## src/rtl/mcu_spi_if.sv

```systemverilog
// MCU SPI pins plus the byte-level handshake towards the consumer.
interface mcu_spi_if;
   logic       spi_io_ss;
   logic       spi_io_clk;
   logic       spi_io_din;
   logic       spi_io_dout;
   logic       data_in_strobe;
   logic       data_in_start;
   logic [7:0] data_in;
   logic [7:0] data_out;
   logic       frame_err;

   // Block side: receives SPI pins and the response byte, produces received bytes.
   modport slave (
      input  spi_io_ss, spi_io_clk, spi_io_din, data_out,
      output spi_io_dout, data_in_strobe, data_in_start, data_in, frame_err
   );

   // MCU / consumer side.
   modport master (
      output spi_io_ss, spi_io_clk, spi_io_din, data_out,
      input  spi_io_dout, data_in_strobe, data_in_start, data_in, frame_err
   );
endinterface

```

## src/rtl/mcu_spi.sv

```systemverilog
// SPI mode-0 slave oversampled by the system clock.
//
// state     | meaning
// ----------+-------------------------------------------------------
// ST_IDLE   | synchronised SS high, MISO held low, SCLK ignored
// ST_ACTIVE | synchronised SS low, bytes shifted in/out on SCLK edges
module mcu_spi #(
   parameter int SYNC_STAGES = 2
) (
   input  logic     clk,
   input  logic     reset_n,
   mcu_spi_if.slave bus
);

   typedef enum logic {ST_IDLE, ST_ACTIVE} state_t;

   logic [SYNC_STAGES-1:0] ss_sync_q, ss_sync_d;
   logic [SYNC_STAGES-1:0] sclk_sync_q, sclk_sync_d;
   logic [SYNC_STAGES-1:0] din_sync_q, din_sync_d;
   logic                   ss_dly_q, sclk_dly_q;
   logic                   ss_s, sclk_s, din_s;
   logic                   ss_fall, ss_rise, sclk_rise, sclk_fall;

   state_t     state_q, state_d;
   logic [2:0] bit_cnt_q, bit_cnt_d;
   logic [7:0] rx_q, rx_d;
   logic [7:0] tx_q, tx_d;
   logic       first_q, first_d;
   logic       load_q, load_d;
   logic       strobe_q, strobe_d;
   logic       start_q, start_d;
   logic [7:0] data_in_q, data_in_d;
   logic       frame_err_q, frame_err_d;

   // Synchroniser shift chains; the last stage is the usable synchronised value.
   always_comb begin
      ss_sync_d   = {ss_sync_q[SYNC_STAGES-2:0], bus.spi_io_ss};
      sclk_sync_d = {sclk_sync_q[SYNC_STAGES-2:0], bus.spi_io_clk};
      din_sync_d  = {din_sync_q[SYNC_STAGES-2:0], bus.spi_io_din};
   end

   assign ss_s      = ss_sync_q[SYNC_STAGES-1];
   assign sclk_s    = sclk_sync_q[SYNC_STAGES-1];
   assign din_s     = din_sync_q[SYNC_STAGES-1];
   assign ss_fall   = ss_dly_q & ~ss_s;
   assign ss_rise   = ~ss_dly_q & ss_s;
   assign sclk_rise = ~sclk_dly_q & sclk_s;
   assign sclk_fall = sclk_dly_q & ~sclk_s;

   // Next state, shift registers and byte handshake; SS edges override SCLK edges.
   always_comb begin
      state_d     = state_q;
      bit_cnt_d   = bit_cnt_q;
      rx_d        = rx_q;
      tx_d        = tx_q;
      first_d     = first_q;
      load_d      = strobe_q;
      strobe_d    = 1'b0;
      start_d     = 1'b0;
      data_in_d   = data_in_q;
      frame_err_d = 1'b0;
      case (state_q)
         ST_IDLE: begin
            if (ss_fall) begin
               state_d   = ST_ACTIVE;
               bit_cnt_d = 3'd0;
               rx_d      = 8'h00;
               first_d   = 1'b1;
               tx_d      = bus.data_out;
            end
         end
         ST_ACTIVE: begin
            if (ss_rise) begin
               state_d     = ST_IDLE;
               bit_cnt_d   = 3'd0;
               rx_d        = 8'h00;
               frame_err_d = (bit_cnt_q != 3'd0);
            end else begin
               if (sclk_rise) begin
                  rx_d      = {rx_q[6:0], din_s};
                  bit_cnt_d = bit_cnt_q + 3'd1;
                  if (bit_cnt_q == 3'd7) begin
                     strobe_d  = 1'b1;
                     start_d   = first_q;
                     first_d   = 1'b0;
                     data_in_d = {rx_q[6:0], din_s};
                  end
               end
               // The falling edge right after a byte boundary is skipped so the
               // freshly loaded MSB stays on MISO for the first bit of the slot.
               if (load_q) begin
                  tx_d = bus.data_out;
               end else if (sclk_fall && (bit_cnt_q != 3'd0)) begin
                  tx_d = {tx_q[6:0], 1'b0};
               end
            end
         end
         default: state_d = ST_IDLE;
      endcase
   end

   // State and datapath registers.
   always_ff @(posedge clk or negedge reset_n) begin
      if (!reset_n) begin
         ss_sync_q   <= '1;
         sclk_sync_q <= '0;
         din_sync_q  <= '0;
         ss_dly_q    <= 1'b1;
         sclk_dly_q  <= 1'b0;
         state_q     <= ST_IDLE;
         bit_cnt_q   <= 3'd0;
         rx_q        <= 8'h00;
         tx_q        <= 8'h00;
         first_q     <= 1'b0;
         load_q      <= 1'b0;
         strobe_q    <= 1'b0;
         start_q     <= 1'b0;
         data_in_q   <= 8'h00;
         frame_err_q <= 1'b0;
      end else begin
         ss_sync_q   <= ss_sync_d;
         sclk_sync_q <= sclk_sync_d;
         din_sync_q  <= din_sync_d;
         ss_dly_q    <= ss_s;
         sclk_dly_q  <= sclk_s;
         state_q     <= state_d;
         bit_cnt_q   <= bit_cnt_d;
         rx_q        <= rx_d;
         tx_q        <= tx_d;
         first_q     <= first_d;
         load_q      <= load_d;
         strobe_q    <= strobe_d;
         start_q     <= start_d;
         data_in_q   <= data_in_d;
         frame_err_q <= frame_err_d;
      end
   end

   assign bus.spi_io_dout    = (state_q == ST_ACTIVE) & tx_q[7];
   assign bus.data_in_strobe = strobe_q;
   assign bus.data_in_start  = start_q;
   assign bus.data_in        = data_in_q;
   assign bus.frame_err      = frame_err_q;

endmodule

```

## src/flat_wrapper.sv

```systemverilog
// flat-port wrapper written by rule: the top's interface ports become plain ports
module mcu_spi_flat 
#(
   parameter int SYNC_STAGES = 2
)
  (clk, reset_n, bus_spi_io_ss, bus_spi_io_clk, bus_spi_io_din, bus_data_out, bus_spi_io_dout, bus_data_in_strobe, bus_data_in_start, bus_data_in, bus_frame_err);
  mcu_spi_if bus_i ();
  input  logic clk;
  input  logic reset_n;
  input wire logic [$bits(bus_i.spi_io_ss)-1:0] bus_spi_io_ss;
  input wire logic [$bits(bus_i.spi_io_clk)-1:0] bus_spi_io_clk;
  input wire logic [$bits(bus_i.spi_io_din)-1:0] bus_spi_io_din;
  input wire logic [$bits(bus_i.data_out)-1:0] bus_data_out;
  output wire logic [$bits(bus_i.spi_io_dout)-1:0] bus_spi_io_dout;
  output wire logic [$bits(bus_i.data_in_strobe)-1:0] bus_data_in_strobe;
  output wire logic [$bits(bus_i.data_in_start)-1:0] bus_data_in_start;
  output wire logic [$bits(bus_i.data_in)-1:0] bus_data_in;
  output wire logic [$bits(bus_i.frame_err)-1:0] bus_frame_err;
  assign bus_i.spi_io_ss = bus_spi_io_ss;
  assign bus_i.spi_io_clk = bus_spi_io_clk;
  assign bus_i.spi_io_din = bus_spi_io_din;
  assign bus_i.data_out = bus_data_out;
  assign bus_spi_io_dout = bus_i.spi_io_dout;
  assign bus_data_in_strobe = bus_i.data_in_strobe;
  assign bus_data_in_start = bus_i.data_in_start;
  assign bus_data_in = bus_i.data_in;
  assign bus_frame_err = bus_i.frame_err;
  mcu_spi #(.SYNC_STAGES(SYNC_STAGES)) u_core (.clk(clk), .reset_n(reset_n), .bus(bus_i));
endmodule
```

## config.mk

```make
export PLATFORM = sky130hd
export DESIGN_NAME = mcu_spi_flat
export DESIGN_NICKNAME = d
export VERILOG_FILES = /design/src/rtl/mcu_spi_if.sv /design/src/rtl/mcu_spi.sv /design/src/flat_wrapper.sv
export SDC_FILE = /design/constraint.sdc
export NUM_CORES = 1
export LEC_CHECK = 0
export BUFFER_PORTS_ARGS = -buffer_cell sky130_fd_sc_hd__buf_2
export CAP_MARGIN = 5
export CORE_MARGIN = 5
export CORE_UTILIZATION = 59
export DETAILED_ROUTE_END_ITERATION = 7
export PLACE_DENSITY = 0.82
export RECOVER_POWER = 100
export SLEW_MARGIN = 30
export SYNTH_ARGS = -nofsm -noshare
export SYNTH_HDL_FRONTEND = slang
export SYNTH_SLANG_ARGS = --single-unit
export TNS_END_PERCENT = 20
```

## constraint.sdc

```tcl
create_clock -name clk -period 4.3 [get_ports clk]
set_input_delay 0.86 -clock clk [delete_from_list [all_inputs] [get_ports clk]]
set_output_delay 0.86 -clock clk [all_outputs]
set_load 0.03 [all_outputs]
```

==> impl_metrics.csv, run 1 <==
group,metric,value,unit
synth,synth.distinct_cells,26,
worst_setup_path,critPathMaxStageDelay,0.99,ns
synth,avgSynthCellArea,12.6,um^2
floorplan,die_w,62.6,um
grt,grt_use_met2,24.0,%
worst_setup_path,cp_cell_sequence,"nand2b_1, o21ai_0, mux2_2",
floorplan,die-area,3920,um^2
worst_setup_path,slowest_stage,"o21ai_0",
worst_setup_path,crit_arrival,2.78,ns
run_status,violations,"max-capacitance violations, max-slew violations",
grt,top_usage_layer,"met2",
grt,use_met3,4.86,%
grt,grt_pass1_wl,4.51,mm
clock_tree,cts-root-buf,"clkbuf_4",
synth,synthXorXnorAreaFrac,0,%
detailed_routing,drcViolationCount,0,
min_path,hold_class,"register to register",
detailed_routing,post_drt_wl_per_cell,13.5,um
placed_design,gp_congestion,0.752,
clock_tree,numCtsBuffers,5,
detailed_routing,viasPerCell,5.45,
worst_setup_path,crit_required,4.52,ns
timing,min_period_over_period,59.5,%
timing,tns,0,ns
clock_tree,htreeDepth,2,
grt,overflow,0,
layout,multiInputGateArea,526,um^2
timing,hold_ws,0.357,ns
layout,antenna_cells,0,
synth,yosysSeqAreaShare,61.5,%
floorplan,io-pin-count,25,
worst_setup_path,critical_path_class,"register to register",
timing,drv_slew,41,
timing,rsz0062_at_grt,"no",
synth,synth-seq-cells,40,
timing,slew_headroom,-32.8,%
grt,grt.total_usage,14.6,%
worst_setup_path,path_max_fanout,18,
worst_setup_path,startpoint_type,"register",
run_status,status,"finished, violations left",
power_and_ir_drop,p_leak,0.000826,uW
synth,synth_area_leader_cell,"dfrtp_1",
power_and_ir_drop,max-vdd-ir-drop,0.305,mV
timing,finalSetupViolCount,0,
clock_tree,clockBufferDepth,2,
synth,synthAdderAreaFrac,2.30,%
clock_tree,path_clk_slew,0.11,ns
detailed_routing,antenna_left,0,
placed_design,post-dp-hpwl,1.84,mm
detailed_routing,wl,2.53,mm
detailed_routing,via_count,1019,
timing,period_needed,2.56,ns
timing,tightest_slew,1.99,ns
run,drv_cap,1,
floorplan,die_h,62.6,um
synth,syn_inst,130,
grt,grt_pass1_vias,1048,
timing,hold_viol,0,
synth,synth_top_family_by_area,"simple AND/OR/NAND/NOR gates",
synth,synthSimpleGateAreaFrac,11.6,%
timing,skew,0.00653,ns
detailed_routing,drt_pass1_iterations,4,
floorplan,rows,19,
worst_setup_path,end_kind,"register",
timing,max_freq,0.391,GHz
floorplan,core_area,2710,um^2
synth,netlist_area,1630,um^2
clock_tree,clock-sinks,40,
synth,synth_compound_area_share,7.97,%
clock_tree,postCtsHoldBufs,0,
detailed_routing,drtIter0Drc,49,
clock_tree,cts_resized,0,
clock_tree,clk-insertion-delay-late,0.34,ns
layout,drive_above_1_share,20.5,%
layout,nNetsFinal,171,
layout,nFillCells,218,
grt,grt_max_degree,41,
synth,synth_area_leaders,"dfrtp_1, o21ai_0, dfstp_2, mux2_4, nand4_1",
synth,synth_top_area_share,56.7,%
layout,regArea,1000,um^2
synth,synth_fp_nets,146,
clock_tree,postCtsSetupRepairBufs,0,
synth,synth.mux.area_fraction,11.5,%
grt,antenna_found_initial,0,
clock_tree,cts_tree,"yes",
power_and_ir_drop,powerDensity,428,nW/um^2
placed_design,portBuffers,24,
floorplan,initial_utilization,60.2,%
layout,area_delta_synth_final,8.81,%
synth,synth_warnings,0,
grt,grtUsageMet1,16.3,%
==> sequential cells by signal, summed over array words and instances (netlist names) <==
signal and flops:
u_core.tx_q 8, u_core.ss_sync_q 2, u_core.ss_dly_q 1, u_core.rx_q 7, u_core.bus.frame_err 1, u_core.bus.data_in_start 1, u_core.bit_cnt_q 3, u_core.bus.data_in 8
u_core.din_sync_q 2, u_core.first_q 1, u_core.state_q 1, u_core.load_q 1, u_core.bus.data_in_strobe 1, u_core.sclk_dly_q 1, u_core.sclk_sync_q 2
==> cell usage in the layout, fill, tap and decap left out, types with 3 or more instances in the layout <==
cell      instances
dfrtp_1          37
o21ai_0          19
clkbuf_1         15
inv_1            12
nand4_1          11
buf_2            11
nand2_1           8
mux2_2            6
mux2_4            5
clkbuf_4          5
mux2_1            4
ha_1              3
==> stage by stage <==
step	setup WS [ns]	cells	total power, uW	util [%]	cell area (um^2)
after floorplan	2.41	130	554	-	1630
after global routing	1.45	187	807	65.6	1780
after detailed placement	2.29	179	585	64.7	1750
final	1.74	187	760	65.6	1780
after global placement	2.33	179	575	64.7	1750
after CTS	2.02	187	775	66.9	1810
==> synth_stat cells, drive strengths merged <==
library cell / count
a31oi: 1
nand2b: 2
dfstp: 3
nor3b: 2
dfrtp: 37
buf: 3
nand4: 11
ha: 3
and2: 2
clkbuf: 3
o21ai: 19
nand2: 8
mux2: 15
nor2: 2
nand3: 2
a21bo: 1
nor2b: 2
and2b: 1
a21o: 1
inv: 12
==> where the power goes <==
part	switching, uW	internal [uW]	total [uW]
sequential	24.9	420	445
clock	109	80.7	190
combinational	54.1	70.6	125
==> final timing paths <==
check	startpoint	end	slack, ns	cells after the start
worst max-delay path	u_core.state_q$_DFF_PN0_	u_core.tx_q[1]$_DFFE_PN0P_	1.74	3
worst min-delay path	u_core.sclk_sync_q[0]$_DFF_PN0_	u_core.sclk_sync_q[1]$_DFF_PN0_	0.36	0
worst max register to register	u_core.state_q$_DFF_PN0_	u_core.tx_q[1]$_DFFE_PN0P_	1.74	3
worst min register to register	u_core.sclk_sync_q[0]$_DFF_PN0_	u_core.sclk_sync_q[1]$_DFF_PN0_	0.36	0
max in group asynchronous	reset_n	u_core.tx_q[2]$_DFFE_PN0P_	2.09	1
min in group asynchronous	reset_n	u_core.bus.data_in[5]$_DFFE_PN0P_	1.07	1
==> routing by layer <==
metal	share of wire (%)	vias up	wire, um
met4	2.6	0	65
met2	51	22	1280
met1	41	497	1030
li1	-	492	-
met5	0	-	0
met3	6.1	8	154
==> worst max-delay path: cells and delay by family (launching register included) <==
family	cells	cell delay (ns)
simple gates	1	0.38
mux	1	0.43
flops	1	0.64
compound gates	1	0.99
==> kinds of logic after synthesis <==
group,count (synthesis)
adders and majority gates,3
AOI/OAI and AO/OA,22
buffers and inverters,18
and+or+nand+nor,32
DFF,40
muxes,15
==> layout make-up <==
class	count	share of cell area, %
repair buffers	24	5.85
inverters	12	2.54
flip-flops and latches	40	56.5
well taps	31	2.18
clock buffers	8	3.31
multi-input cells	72	29.6
(Power assumes the default switching activity.)
==> inputs of run 2 (changes only) <==
Settings changed: CORE_UTILIZATION 59 to 55, PLACE_DENSITY 0.82 to 0.78.
Clock period 4.3 ns to 2.4 ns, I/O delays scaled along.
==> impl_metrics.csv, run 2 (synthesized netlist as in run 1, its figures left out) <==
group,metric,value,unit
run_status,status,"finished clean",
detailed_routing,drtIter0Drc,31,
timing,finalSetupViolCount,0,
layout,drive_above_1_share,19.1,%
detailed_routing,post_drt_wl_per_cell,13.8,um
clock_tree,postCtsSetupRepairBufs,0,
grt,grtUsageMet1,19.2,%
floorplan,die_h,64.5,um
detailed_routing,via_count,1001,
floorplan,core_area,2810,um^2
worst_setup_path,crit_arrival,2.27,ns
detailed_routing,antenna_left,0,
clock_tree,postCtsHoldBufs,0,
clock_tree,path_clk_slew,0.09,ns
timing,skew,0.00984,ns
layout,nFillCells,237,
grt,grt_use_met2,21.9,%
layout,multiInputGateArea,526,um^2
clock_tree,cts_resized,0,
detailed_routing,viasPerCell,5.32,
detailed_routing,drt_pass1_iterations,4,
timing,tightest_slew,0.932,ns
power_and_ir_drop,max-vdd-ir-drop,0.406,mV
grt,grt_pass1_vias,1002,
detailed_routing,drcViolationCount,0,
timing,rsz0062_at_grt,"no",
timing,slew_headroom,37.8,%
floorplan,initial_utilization,58.2,%
placed_design,place_area,1760,um^2
timing,drv_slew,0,
grt,antenna_found_initial,0,
grt,use_met3,4.66,%
floorplan,rows,19,
floorplan,io-pin-count,25,
layout,nNetsFinal,172,
layout,area_delta_synth_final,8.51,%
placed_design,gp_congestion,0.706,
grt,grt.total_usage,14.8,%
timing,tns,0,ns
layout,final_util,63.2,%
clock_tree,clock-sinks,40,
clock_tree,clk-insertion-delay-late,0.34,ns
worst_setup_path,critPathMaxStageDelay,0.56,ns
placed_design,post-dp-hpwl,1.85,mm
floorplan,die-area,4160,um^2
run,drv_cap,0,
layout,regArea,1000,um^2
timing,max_freq,0.489,GHz
power_and_ir_drop,power,1320,uW
clock_tree,numCtsBuffers,5,
worst_setup_path,critical_path_class,"register to register",
layout,final_cell_mix,"dfrtp_1, o21ai_0, clkbuf_1, inv_1",
grt,overflow,0,
power_and_ir_drop,p_leak,0.000816,uW
worst_setup_path,cp_cell_sequence,"nand2b_1, a21o_1, o21ai_1, mux2_2",
clock_tree,cts-root-buf,"clkbuf_4",
placed_design,portBuffers,24,
clock_tree,clockBufferDepth,2,
power_and_ir_drop,powerDensity,743,nW/um^2
layout,antenna_cells,0,
worst_setup_path,crit_required,2.62,ns
detailed_routing,wl,2.59,mm
worst_setup_path,startpoint_type,"register",
layout,fin_area,1770,um^2
worst_setup_path,end_kind,"register",
grt,grt_max_degree,41,
clock_tree,cts_tree,"yes",
floorplan,die_w,64.5,um
min_path,hold_class,"input port to register",
worst_setup_path,slowest_stage,"dfstp_1",
grt,grt_pass1_wl,4.60,mm
layout,final_common_cell,"dfrtp_1",
grt,top_usage_layer,"met2",
worst_setup_path,path_max_fanout,15,
timing,period_needed,2.05,ns
timing,hold_viol,0,
clock_tree,htreeDepth,2,
timing,min_period_over_period,85.3,%
## run 2: power breakdown
part           internal, uW  switching [uW]
logic                   111            95.6
registers               753            47.5
clock network           117             191
## run 2: metal layers
metal	routed length (um)	vias up
met1	1120	477
met5	0	-
li1	-	495
met3	136	10
met2	1250	19
met4	79	0
## run 2: stage by stage
step | hold slack [ns] | instances | worst slack, ns
3_3_place_gp | 0.332 | 180 | 0.607
2_1_floorplan | 0.184 | 130 | 0.872
4_1_cts | 0.223 | 188 | 0.463
3_5_place_dp | 0.339 | 180 | 0.550
5_1_grt | 0.208 | 188 | 0.192
6_report | 0.238 | 188 | 0.353
## run 2: path summary, 6_finish.rpt
kind | start | endpoint | slack (ns) | depth (start not counted)
min in group asynchronous | reset_n | u_core.bus.data_in[0]$_DFFE_PN0P_ | 0.26 | 1
worst max register to register | u_core.ss_sync_q[1]$_DFF_PN1_ | u_core.tx_q[1]$_DFFE_PN0P_ | 0.35 | 4
worst min-delay path | bus_spi_io_ss | u_core.ss_sync_q[0]$_DFF_PN1_ | 0.24 | 1
worst max-delay path | u_core.ss_sync_q[1]$_DFF_PN1_ | u_core.tx_q[1]$_DFFE_PN0P_ | 0.35 | 4
max in group asynchronous | reset_n | u_core.sclk_dly_q$_DFF_PN0_ | 1.56 | 1
worst min register to register | u_core.sclk_sync_q[0]$_DFF_PN0_ | u_core.sclk_sync_q[1]$_DFF_PN0_ | 0.36 | 0
## run 2: area by class of cell
cell class | count | area share (%)
multi-input cells | 72 | 29.7
clock buffers | 8 | 2.75
inverters | 12 | 2.54
repair buffers | 25 | 6.14
flip-flops and latches | 40 | 56.7
well taps | 31 | 2.19
## run 2: critical path, delay by kind of cell (launching register included)
kind	cells	cell delay [ns]
DFF	1	0.56
AOI/OAI and AO/OA	2	0.68
muxes	1	0.40
and+or+nand+nor	1	0.29
